### src/rtl/reg_bank_pkg.sv
// Shared defaults and address qualification for the multi-port register bank.
package reg_bank_pkg;

    localparam int unsigned DefWidth = 16;
    localparam int unsigned DefDepth = 8;

    // An address is usable if it maps to a real register and is not the hardwired zero register.
    function automatic logic addr_ok(input int unsigned addr,
                                     input int unsigned depth,
                                     input int unsigned zero_r0);
        return (addr < depth) && !((zero_r0 != 0) && (addr == 0));
    endfunction

endpackage

### src/rtl/reg_bank_rd_port.sv
// One registered read port: write-bypass mux, scoreboard lookup and output registers.
module reg_bank_rd_port
    import reg_bank_pkg::*;
#(
    parameter int unsigned WIDTH   = DefWidth,
    parameter int unsigned DEPTH   = DefDepth,
    parameter int unsigned AW      = $clog2(DEPTH),
    parameter int unsigned ZERO_R0 = 0
) (
    input  logic                        clk,
    input  logic                        rst,
    input  logic [AW-1:0]               rd_addr,
    input  logic                        rd_en,
    input  logic [DEPTH-1:0][WIDTH-1:0] mem,
    input  logic [DEPTH-1:0]            pend_nxt,
    input  logic                        wr_ok,
    input  logic [AW-1:0]               wr_addr,
    input  logic [WIDTH-1:0]            wr_data,
    output logic [WIDTH-1:0]            rd_data,
    output logic                        rd_busy
);

    logic             rd_ok;
    logic             wr_hit;
    logic [WIDTH-1:0] data_d;
    logic             busy_d;

    assign rd_ok  = addr_ok(32'(rd_addr), DEPTH, ZERO_R0);
    // wr_ok already excludes invalid and zero-register writes, so a hit is always a real write.
    assign wr_hit = wr_ok && (wr_addr == rd_addr);

    // Select next read value: bypassed write data, stored contents, or zero for unusable addresses.
    always_comb begin
        data_d = '0;
        busy_d = 1'b0;
        if (rd_ok) begin
            data_d = wr_hit ? wr_data : mem[rd_addr];
            busy_d = pend_nxt[rd_addr];
        end
    end

    // Output registers update only on an enabled read, otherwise hold.
    always_ff @(posedge clk or negedge rst) begin
        if (!rst) begin
            rd_data <= '0;
            rd_busy <= 1'b0;
        end else if (rd_en) begin
            rd_data <= data_d;
            rd_busy <= busy_d;
        end
    end

endmodule

### src/rtl/reg_bank_mp.sv
// Register file with two registered read ports, one write port and a pending scoreboard.
module reg_bank_mp
    import reg_bank_pkg::*;
#(
    parameter int unsigned WIDTH   = DefWidth,
    parameter int unsigned DEPTH   = DefDepth,
    parameter int unsigned AW      = $clog2(DEPTH),
    parameter int unsigned ZERO_R0 = 0
) (
    input  logic              clk,
    input  logic              rst,
    input  logic [AW-1:0]     ra_addr,
    input  logic              ra_en,
    input  logic [AW-1:0]     rb_addr,
    input  logic              rb_en,
    input  logic [AW-1:0]     wr_addr,
    input  logic [WIDTH-1:0]  wr_data,
    input  logic              wr_en,
    input  logic [AW-1:0]     rsv_addr,
    input  logic              rsv_en,
    output logic [WIDTH-1:0]  ra_data,
    output logic [WIDTH-1:0]  rb_data,
    output logic              ra_busy,
    output logic              rb_busy,
    output logic [DEPTH-1:0]  pend_vec
);

    logic [DEPTH-1:0][WIDTH-1:0] mem_q, mem_d;
    logic [DEPTH-1:0]            pend_q, pend_d;
    logic                        wr_ok;
    logic                        rsv_ok;

    assign wr_ok  = wr_en && addr_ok(32'(wr_addr), DEPTH, ZERO_R0);
    assign rsv_ok = rsv_en && addr_ok(32'(rsv_addr), DEPTH, ZERO_R0);

    // Next storage and scoreboard state; reserve is applied after write so a new producer wins.
    always_comb begin
        mem_d  = mem_q;
        pend_d = pend_q;
        if (wr_ok) begin
            mem_d[wr_addr]  = wr_data;
            pend_d[wr_addr] = 1'b0;
        end
        if (rsv_ok) begin
            pend_d[rsv_addr] = 1'b1;
        end
    end

    // Storage array and scoreboard registers.
    always_ff @(posedge clk or negedge rst) begin
        if (!rst) begin
            mem_q  <= '0;
            pend_q <= '0;
        end else begin
            mem_q  <= mem_d;
            pend_q <= pend_d;
        end
    end

    assign pend_vec = pend_q;

    reg_bank_rd_port #(
        .WIDTH   (WIDTH),
        .DEPTH   (DEPTH),
        .AW      (AW),
        .ZERO_R0 (ZERO_R0)
    ) u_port_a (
        .clk      (clk),
        .rst      (rst),
        .rd_addr  (ra_addr),
        .rd_en    (ra_en),
        .mem      (mem_q),
        .pend_nxt (pend_d),
        .wr_ok    (wr_ok),
        .wr_addr  (wr_addr),
        .wr_data  (wr_data),
        .rd_data  (ra_data),
        .rd_busy  (ra_busy)
    );

    reg_bank_rd_port #(
        .WIDTH   (WIDTH),
        .DEPTH   (DEPTH),
        .AW      (AW),
        .ZERO_R0 (ZERO_R0)
    ) u_port_b (
        .clk      (clk),
        .rst      (rst),
        .rd_addr  (rb_addr),
        .rd_en    (rb_en),
        .mem      (mem_q),
        .pend_nxt (pend_d),
        .wr_ok    (wr_ok),
        .wr_addr  (wr_addr),
        .wr_data  (wr_data),
        .rd_data  (rb_data),
        .rd_busy  (rb_busy)
    );

endmodule

### config.mk
export PLATFORM = sky130hd
export DESIGN_NAME = reg_bank_mp
export DESIGN_NICKNAME = d
export VERILOG_FILES = /design/src/rtl/reg_bank_pkg.sv /design/src/rtl/reg_bank_rd_port.sv /design/src/rtl/reg_bank_mp.sv
export SDC_FILE = /design/constraint.sdc
export NUM_CORES = 1
export LEC_CHECK = 0
export CAP_MARGIN = 20
export CORE_MARGIN = 2
export CORE_UTILIZATION = 50
export CTS_CLUSTER_DIAMETER = 60
export DETAILED_ROUTE_END_ITERATION = 6
export MAX_ROUTING_LAYER = met4
export PLACE_DENSITY = 0.77
export REMOVE_ABC_BUFFERS = 1
export SLEW_MARGIN = 20
export SYNTH_ARGS = -nofsm -noshare
export SYNTH_HDL_FRONTEND = slang
export SYNTH_HIERARCHICAL = 1
export SYNTH_SLANG_ARGS = --single-unit
export TNS_END_PERCENT = 30
### constraint.sdc
create_clock -name clk -period 1.9 [get_ports clk]
set_clock_uncertainty 0.05 [all_clocks]
set_input_delay 0.38 -clock clk [delete_from_list [all_inputs] [get_ports clk]]
set_output_delay 0.38 -clock clk [all_outputs]
set_load 0.01 [all_outputs]
==> results.sh, run 1 <==
export IMPL_ios=76
export IMPL_first_pass_iters=5
export IMPL_cpMaxStageDelayCell="clkdlybuf4s50_1"
export IMPL_fillers=1373
export IMPL_drtIter0Drc=328
export IMPL_clkSinkCount=170
export IMPL_wl_um=22700
export IMPL_numCtsBuffers=17
export IMPL_critPathCaptureType="flip-flop"
export IMPL_core_area_um2=17800
export IMPL_critPathArrivalTime_ns=2.07
export IMPL_yosysMostFrequentCell="dfrtp_1"
export IMPL_setup_violations=0
export IMPL_synth_ff_latch_count=170
export IMPL_insertion_delay_ns=0.44
export IMPL_worstRegToRegCells=3
export IMPL_final_util_pct=60.9
export IMPL_p_total_mw=11.0
export IMPL_initial_core_util_pct=50.5
export IMPL_dp_cells=896
export IMPL_synth_ff_type="dfrtp_1"
export IMPL_grt_max_degree=67
export IMPL_avgSynthCellArea_um2=15.8
export IMPL_postPlaceCellArea_um2=10300
export IMPL_grt_pass1_wl_um=36100
export IMPL_peakVddDrop_mv=0.680
export IMPL_worstMarginPinSlew_ns=0.415
export IMPL_fp_row_count=49
export IMPL_grt_remaining_overflow=0
export IMPL_rsz0062_at_grt="false"
export IMPL_path_cells="clkdlybuf4s50_1 > buf_12 > xnor2_1 > a41oi_1 > buf_4 > a221o_1"
export IMPL_via_per_inst=6.21
export IMPL_max_freq_mhz=550
export IMPL_synth_area_top_cells="dfrtp_1 (47%), mux2_2 (17%), mux4_1 (9.9%), mux4_2 (8.5%), mux2i_1 (2.0%)"
export IMPL_yosys_area_top_type="dfrtp_1"
export IMPL_cts_root_buf="clkbuf_16"
export IMPL_timing_rr_end="u_port_a/rd_data[9]"
export IMPL_worstPathRequired_ns=2.15
export IMPL_crit_fanout=25
export IMPL_r2r_start="mem_q[105]"
export IMPL_tritoncts="built"
export IMPL_grt_antenna_before_repair=0
export IMPL_yosys_warnings=6
export IMPL_finalCriticalPeriod_ns=1.82
export IMPL_ff2ff_setup_slack_ns=0.20
export IMPL_stdcell_count=931
export IMPL_die_area_um2=19100
export IMPL_drive_gt1_share_pct=41.5
export IMPL_wire_per_inst_um=24.4
export IMPL_synthTopCellsByCount="dfrtp_1 (170), mux2_2 (135), mux4_1 (34), mux4_2 (34), inv_1 (22)"
export IMPL_synth_edf_count=0
export IMPL_synth_cell_types=32
export IMPL_status="finished clean"
export IMPL_vias=5779
export IMPL_cp_slowest_stage_delay_ns=0.51
export IMPL_diodes=0
export IMPL_grt_pass1_vias=6244
export IMPL_path_clk_slew_ns=0.06
export IMPL_portBuffers=75
export IMPL_globalplace_congestion=0.906
export IMPL_die_x_um=138
export IMPL_hold_viol_final=0
export IMPL_area_growth_pct=20.5
export IMPL_netlist_instances=569
export IMPL_hp_class="primary input to async pin"
export IMPL_drv_slew=0
export IMPL_power_density_nw_per_um2=1010
export IMPL_maxCapViolations=0
export IMPL_grt_usage_pct=25.4
export IMPL_nets=725
export IMPL_synth_top_area_share_pct=47.2
export IMPL_relSlewSlack_pct=72.3
export IMPL_setup_worst_path_start_class="primary input"
export IMPL_period_share_pct=95.6
export IMPL_syn_area_um2=9010
export IMPL_synthArstFlopShare_pct=100
export IMPL_p_leak_nw=4.74
export IMPL_htreeDepth=4
export IMPL_die_height_um=138
export IMPL_ys_seq_area_share_pct=47.2
export IMPL_ant_nets=0
export IMPL_startpoint="ra_addr[2]"
export IMPL_worst_setup_path_type="primary input to flip-flop"
export IMPL_crit_end="u_port_a/rd_data[5]"
export IMPL_cts_path_max_buffers=2
export IMPL_drcViolationCount=0
export IMPL_final_cell_area_um2=10900
export IMPL_dpl_hpwl_um=15200
cells in the final DEF (no fill, tap or decap), types with 2 or more instances in the layout:
cell             instances
buf_6                    4
buf_12                   8
clkdlybuf4s50_1         68
clkbuf_1                 3
clkbuf_8                 2
a41oi_1                  2
nand4b_2                 2
buf_4                   61
mux2i_1                 18
buf_2                    2
dlymetal6s2s_1           2
a21oi_1                  2
a221o_1                 16
o2bb2ai_1                3
nor2_1                  19
a32o_2                   2
xnor2_1                  6
clkbuf_16               17
nand2_1                  4
mux2_4                   9
and4bb_2                 3
mux4_1                  34
clkinv_2                 5
nor2b_1                 13
inv_1                   22
dfrtp_1                170
a221oi_1                16
mux2_2                 135
and4b_1                  2
dlygate4sd2_1            2
clkinvlp_4               2
and2b_1                  6
mux4_2                  34
sequential cells by signal (all words and copies together), names as in the netlist:
name / flops
mem_q: 128
u_port_a/rd_data: 16
u_port_b/rd_data: 16
pend_vec: 8
u_port_a/rd_busy: 1
u_port_b/rd_busy: 1
area by class of cell:
class | count | area, um2 | share of cell area (%)
Timing Repair Buffer | 148 | 1410 | 12.9
Inverter | 22 | 82.6 | 0.760
Clock inverter | 8 | 48.8 | 0.449
Multi-Input combinational cell | 332 | 4320 | 39.8
Clock buffer | 22 | 464 | 4.27
Sequential cell | 170 | 4250 | 39.2
Tap cell | 229 | 287 | 2.64
timing repair:
action | CTS | global route
hold buffers | 1 | 0
resized for setup | 7 | 7
pin swaps | 2 | 1
hold endpoints to repair | 170 | 0
cloned | 1 | 2
endpoints found under the setup margin | 9 | 2
buffers inserted | 1 | 0
how the worst min path moves through the flow:
stage | from | end
after floorplan | rst | mem_q[0]
after global placement | rst | mem_q[48]
after detailed placement | rst | mem_q[48]
after CTS | rst | u_port_b/rd_data[0]
after global routing | rst | u_port_a/rd_data[0]
final | rst | u_port_b/rd_data[0]
per-stage QoR:
step / hold WS [ns] / setup WS [ns] / setup TNS [ns]
2_1_floorplan: 0.0344 / -0.390 / -0.780
3_3_place_gp: 0.138 / -0.495 / -41.85
3_5_place_dp: 0.140 / -0.561 / -49.79
4_1_cts: 0.254 / 0.0135 / 0
5_1_grt: 0.268 / 0.0391 / 0
6_report: 0.251 / 0.0827 / 0
per-layer routing:
layer	vias up	GRT usage (%)	wire, um
met3	28	6.17	1650
met5	-	-	0
met2	211	39.6	11400
li1	2475	-	-
met4	0	6.82	361
met1	3065	34.0	9370
logic make-up (layout without fill, tap and decap cells):
logic type | count (synthesis) | count (layout) | synth area share, %
XOR/XNOR | 6 | 6 | 0.583
AND/OR/NAND/NOR | 52 | 52 | 3.90
flip-flops | 170 | 170 | 47.2
AO/OA/AOI/OAI | 44 | 44 | 4.46
buffers and inverters | 67 | 200 | 5.09
multiplexers | 230 | 230 | 38.8
critical path: cells and delay by family:
kind                   cells  cell delay, ns
XOR/XNOR                   1            0.17
buffers and inverters      3            0.98
AO/OA/AOI/OAI              2            0.52
power breakdown:
part | switching, mW | internal (mW) | total [mW]
combinational | 1.06 | 1.87 | 2.92
clock | 1.35 | 1.71 | 3.06
sequential | 0.550 | 4.44 | 4.99
total | 2.96 | 8.02 | 11.0
(Power assumes the default switching activity.)
==> inputs of run 2 (changes only) <==
SYNTH_HIERARCHICAL = unset   (was 1)
==> run 2 against run 1 <==
Against the previous run: via count rose by 11%; cell area rose by 2.5%; core utilization rose by 3.0 points; count of clock-buffer cells in the layout fell by 2; register-to-register slack improved by 0.16 ns.
==> results.sh, run 2 <==
export IMPL_synthTopCellsByCount="nand2_1 (182), dfrtp_1 (170), mux2_2 (80), mux4_2 (65), inv_1 (39)"
export IMPL_worstMarginPinSlew_ns=0.465
export IMPL_area_growth_pct=24.3
export IMPL_synth_cell_types=43
export IMPL_cp_slowest_stage_delay_ns=0.56
export IMPL_grt_remaining_overflow=0
export IMPL_critPathBufInv=1
export IMPL_postCtsSetupRepairBufs=0
export IMPL_ant_nets=0
export IMPL_synth_compound_area_share_pct=5.91
export IMPL_critPathCaptureType="output port"
export IMPL_ys_seq_area_share_pct=47.5
export IMPL_layout_common_cells="nand2_1 (182), dfrtp_1 (170), mux2_2 (80)"
export IMPL_cts_path_max_buffers=2
export IMPL_fin_setup_tns_ns=0
export IMPL_seqCellArea_um2=4250
export IMPL_core_area_um2=17400
export IMPL_portBuffers=75
export IMPL_period_share_pct=95.9
export IMPL_dpl_hpwl_um=15100
export IMPL_setup_worst_path_start_class="flip-flop"
export IMPL_grt_pass1_wl_um=36100
export IMPL_numCtsBuffers=17
export IMPL_path_cells="clkdlybuf4s50_1"
export IMPL_avgSynthCellArea_um2=11.9
export IMPL_fp_row_count=48
export IMPL_biggestRegsByFlops="mem_q: 128 flops, u_port_a.rd_data: 16 flops, u_port_b.rd_data: 16 flops"
export IMPL_wl_um=22900
export IMPL_synthXorXnorAreaFrac_pct=0.587
export IMPL_final_util_pct=63.9
export IMPL_worstRegToRegCells=5
export IMPL_ff2ff_setup_slack_ns=0.36
export IMPL_synthArstFlopShare_pct=100
export IMPL_r2r_start="mem_q[103]"
export IMPL_via_per_inst=5.91
export IMPL_setup_violations=0
export IMPL_insertion_delay_ns=0.43
export IMPL_hp_class="primary input to async pin"
export IMPL_grt_usage_pct=26.6
export IMPL_netlist_instances=753
export IMPL_finalCriticalPeriod_ns=1.82
export IMPL_syn_area_um2=8950
export IMPL_first_pass_iters=5
export IMPL_grt_pass1_vias=6600
export IMPL_power_density_nw_per_um2=1010
export IMPL_stdcell_count=1090
export IMPL_yosysMostFrequentCell="nand2_1"
export IMPL_drtIter0Drc=486
export IMPL_die_x_um=138
export IMPL_cpMaxStageDelayCell="clkdlybuf4s50_1"
export IMPL_wire_per_inst_um=21.0
export IMPL_drcViolationCount=0
export IMPL_ios=76
export IMPL_maxCapViolations=0
export IMPL_synth_area_top_cells="dfrtp_1 (48%), mux4_2 (16%), mux2_2 (10%), nand2_1 (7.6%), mux2i_1 (3.8%)"
export IMPL_synth_ff_latch_count=170
export IMPL_crit_fanout=3
export IMPL_fillers=1306
export IMPL_relSlewSlack_pct=69.0
export IMPL_htreeDepth=4
export IMPL_hold_viol_final=0
export IMPL_largest_register="mem_q"
export IMPL_p_leak_nw=5.02
export IMPL_synth_top_family_by_area="multiplexers"
export IMPL_synth_edf_count=0
export IMPL_yosys_warnings=0
export IMPL_timing_rr_end="u_port_a.rd_data[7]"
export IMPL_dp_cells=1058
export IMPL_worstPathRequired_ns=1.47
export IMPL_multiInputGateArea_um2=4230
export IMPL_drv_slew=0
export IMPL_nets=887
export IMPL_cts_root_buf="clkbuf_16"
export IMPL_diodes=0
export IMPL_crit_family="buffers and inverters"
export IMPL_worst_setup_path_type="flip-flop to output port"
export IMPL_synthSimpleGateAreaFrac_pct=10.4
export IMPL_vias=6437
export IMPL_yosys_area_top_type="dfrtp_1"
export IMPL_post_synth_fa_ha_maj_area_fraction_pct=0
export IMPL_die_area_um2=19000
export IMPL_die_height_um=138
export IMPL_initial_core_util_pct=51.4
export IMPL_rsz0062_at_grt="false"
export IMPL_grt_max_degree=45
export IMPL_drive_gt1_share_pct=30.3
export IMPL_grt_antenna_before_repair=0
export IMPL_max_freq_mhz=549
export IMPL_path_clk_slew_ns=0.06
export IMPL_final_common_cell="nand2_1"
export IMPL_synth_mux_area_share_pct=30.2
export IMPL_peakVddDrop_mv=0.705
export IMPL_critPathArrivalTime_ns=1.39
export IMPL_globalplace_congestion=0.872
export IMPL_synth_ff_type="dfrtp_1"
export IMPL_tritoncts="built"
export IMPL_status="finished clean"
export IMPL_largest_reg_flops=128
export IMPL_synth_top_area_share_pct=47.5
export IMPL_clkSinkCount=170
==> run 2: changes by cell type in the layout (fill, tap and decap cells not counted), moves of 31 or more <==
cell | previous run | this run
mux4_2 | 34 | 65
mux4_1 | 34 | 0
o211ai_1 | 0 | 32
o21ai_0 | 0 | 33
nand2_1 | 4 | 182
mux2_2 | 135 | 80
==> run 2: final cells by class <==
cell class / count / share of cell area, %
clock inverter: 11 / 1.07
inverter: 40 / 1.35
timing repair buffer: 149 / 14.7
tap: 225 / 2.53
multi-input combinational: 475 / 38.0
clock buffer: 20 / 4.19
sequential: 170 / 38.2
==> run 2: worst max-delay path by stage <==
stage | startpoint | to | depth (start not counted)
after global routing | wr_addr[0] | u_port_b.rd_busy | 8
after floorplan | wr_addr[0] | u_port_a.rd_data[0] | 4
final | pend_vec[1] | pend_vec[1] | 1
after global placement | wr_addr[0] | u_port_a.rd_busy | 9
after detailed placement | wr_addr[1] | u_port_a.rd_busy | 7
after CTS | pend_vec[1] | pend_vec[1] | 1
==> run 2: cell families after synthesis <==
kind of cell,Yosys count
AO/OA/AOI/OAI,80
XOR/XNOR,6
buffers and inverters,108
multiplexers,179
flip-flops,170
AND/OR/NAND/NOR,210
==> run 2: routing by layer <==
metal	routed length [um]	share of wire (%)	track usage [%]
met1	9190	40	32.1
met2	11900	52	45.6
met3	1230	5.4	4.42
met4	530	2.3	9.24
met5	0	0	-
==> run 2: metrics by stage <==
stage | hold WS, ns | instance area, um2 | power (mW) | setup slack (ns)
4_1_cts | 0.422 | 11100 | 11.3 | 0.0766
5_1_grt | 0.454 | 11100 | 11.8 | 0.0178
3_3_place_gp | 0.297 | 10500 | 7.74 | -0.280
6_report | 0.415 | 11100 | 11.3 | 0.0781
3_5_place_dp | 0.299 | 10500 | 7.88 | -0.306
2_1_floorplan | 0.0344 | 8630 | 6.49 | 0.00547
==> run 2: timing repair <==
action                    CTS  global route
hold endpoints to repair   40             0
resized for setup           0             0
hold buffers                1             0
==> run 2: report_power, final <==
| part | switching (mW) | internal (mW) |
|---|---|---|
| Clock | 1.43 | 2.03 |
| Combinational | 1.18 | 1.74 |
| Sequential | 0.524 | 4.40 |
| Total | 3.13 | 8.17 |
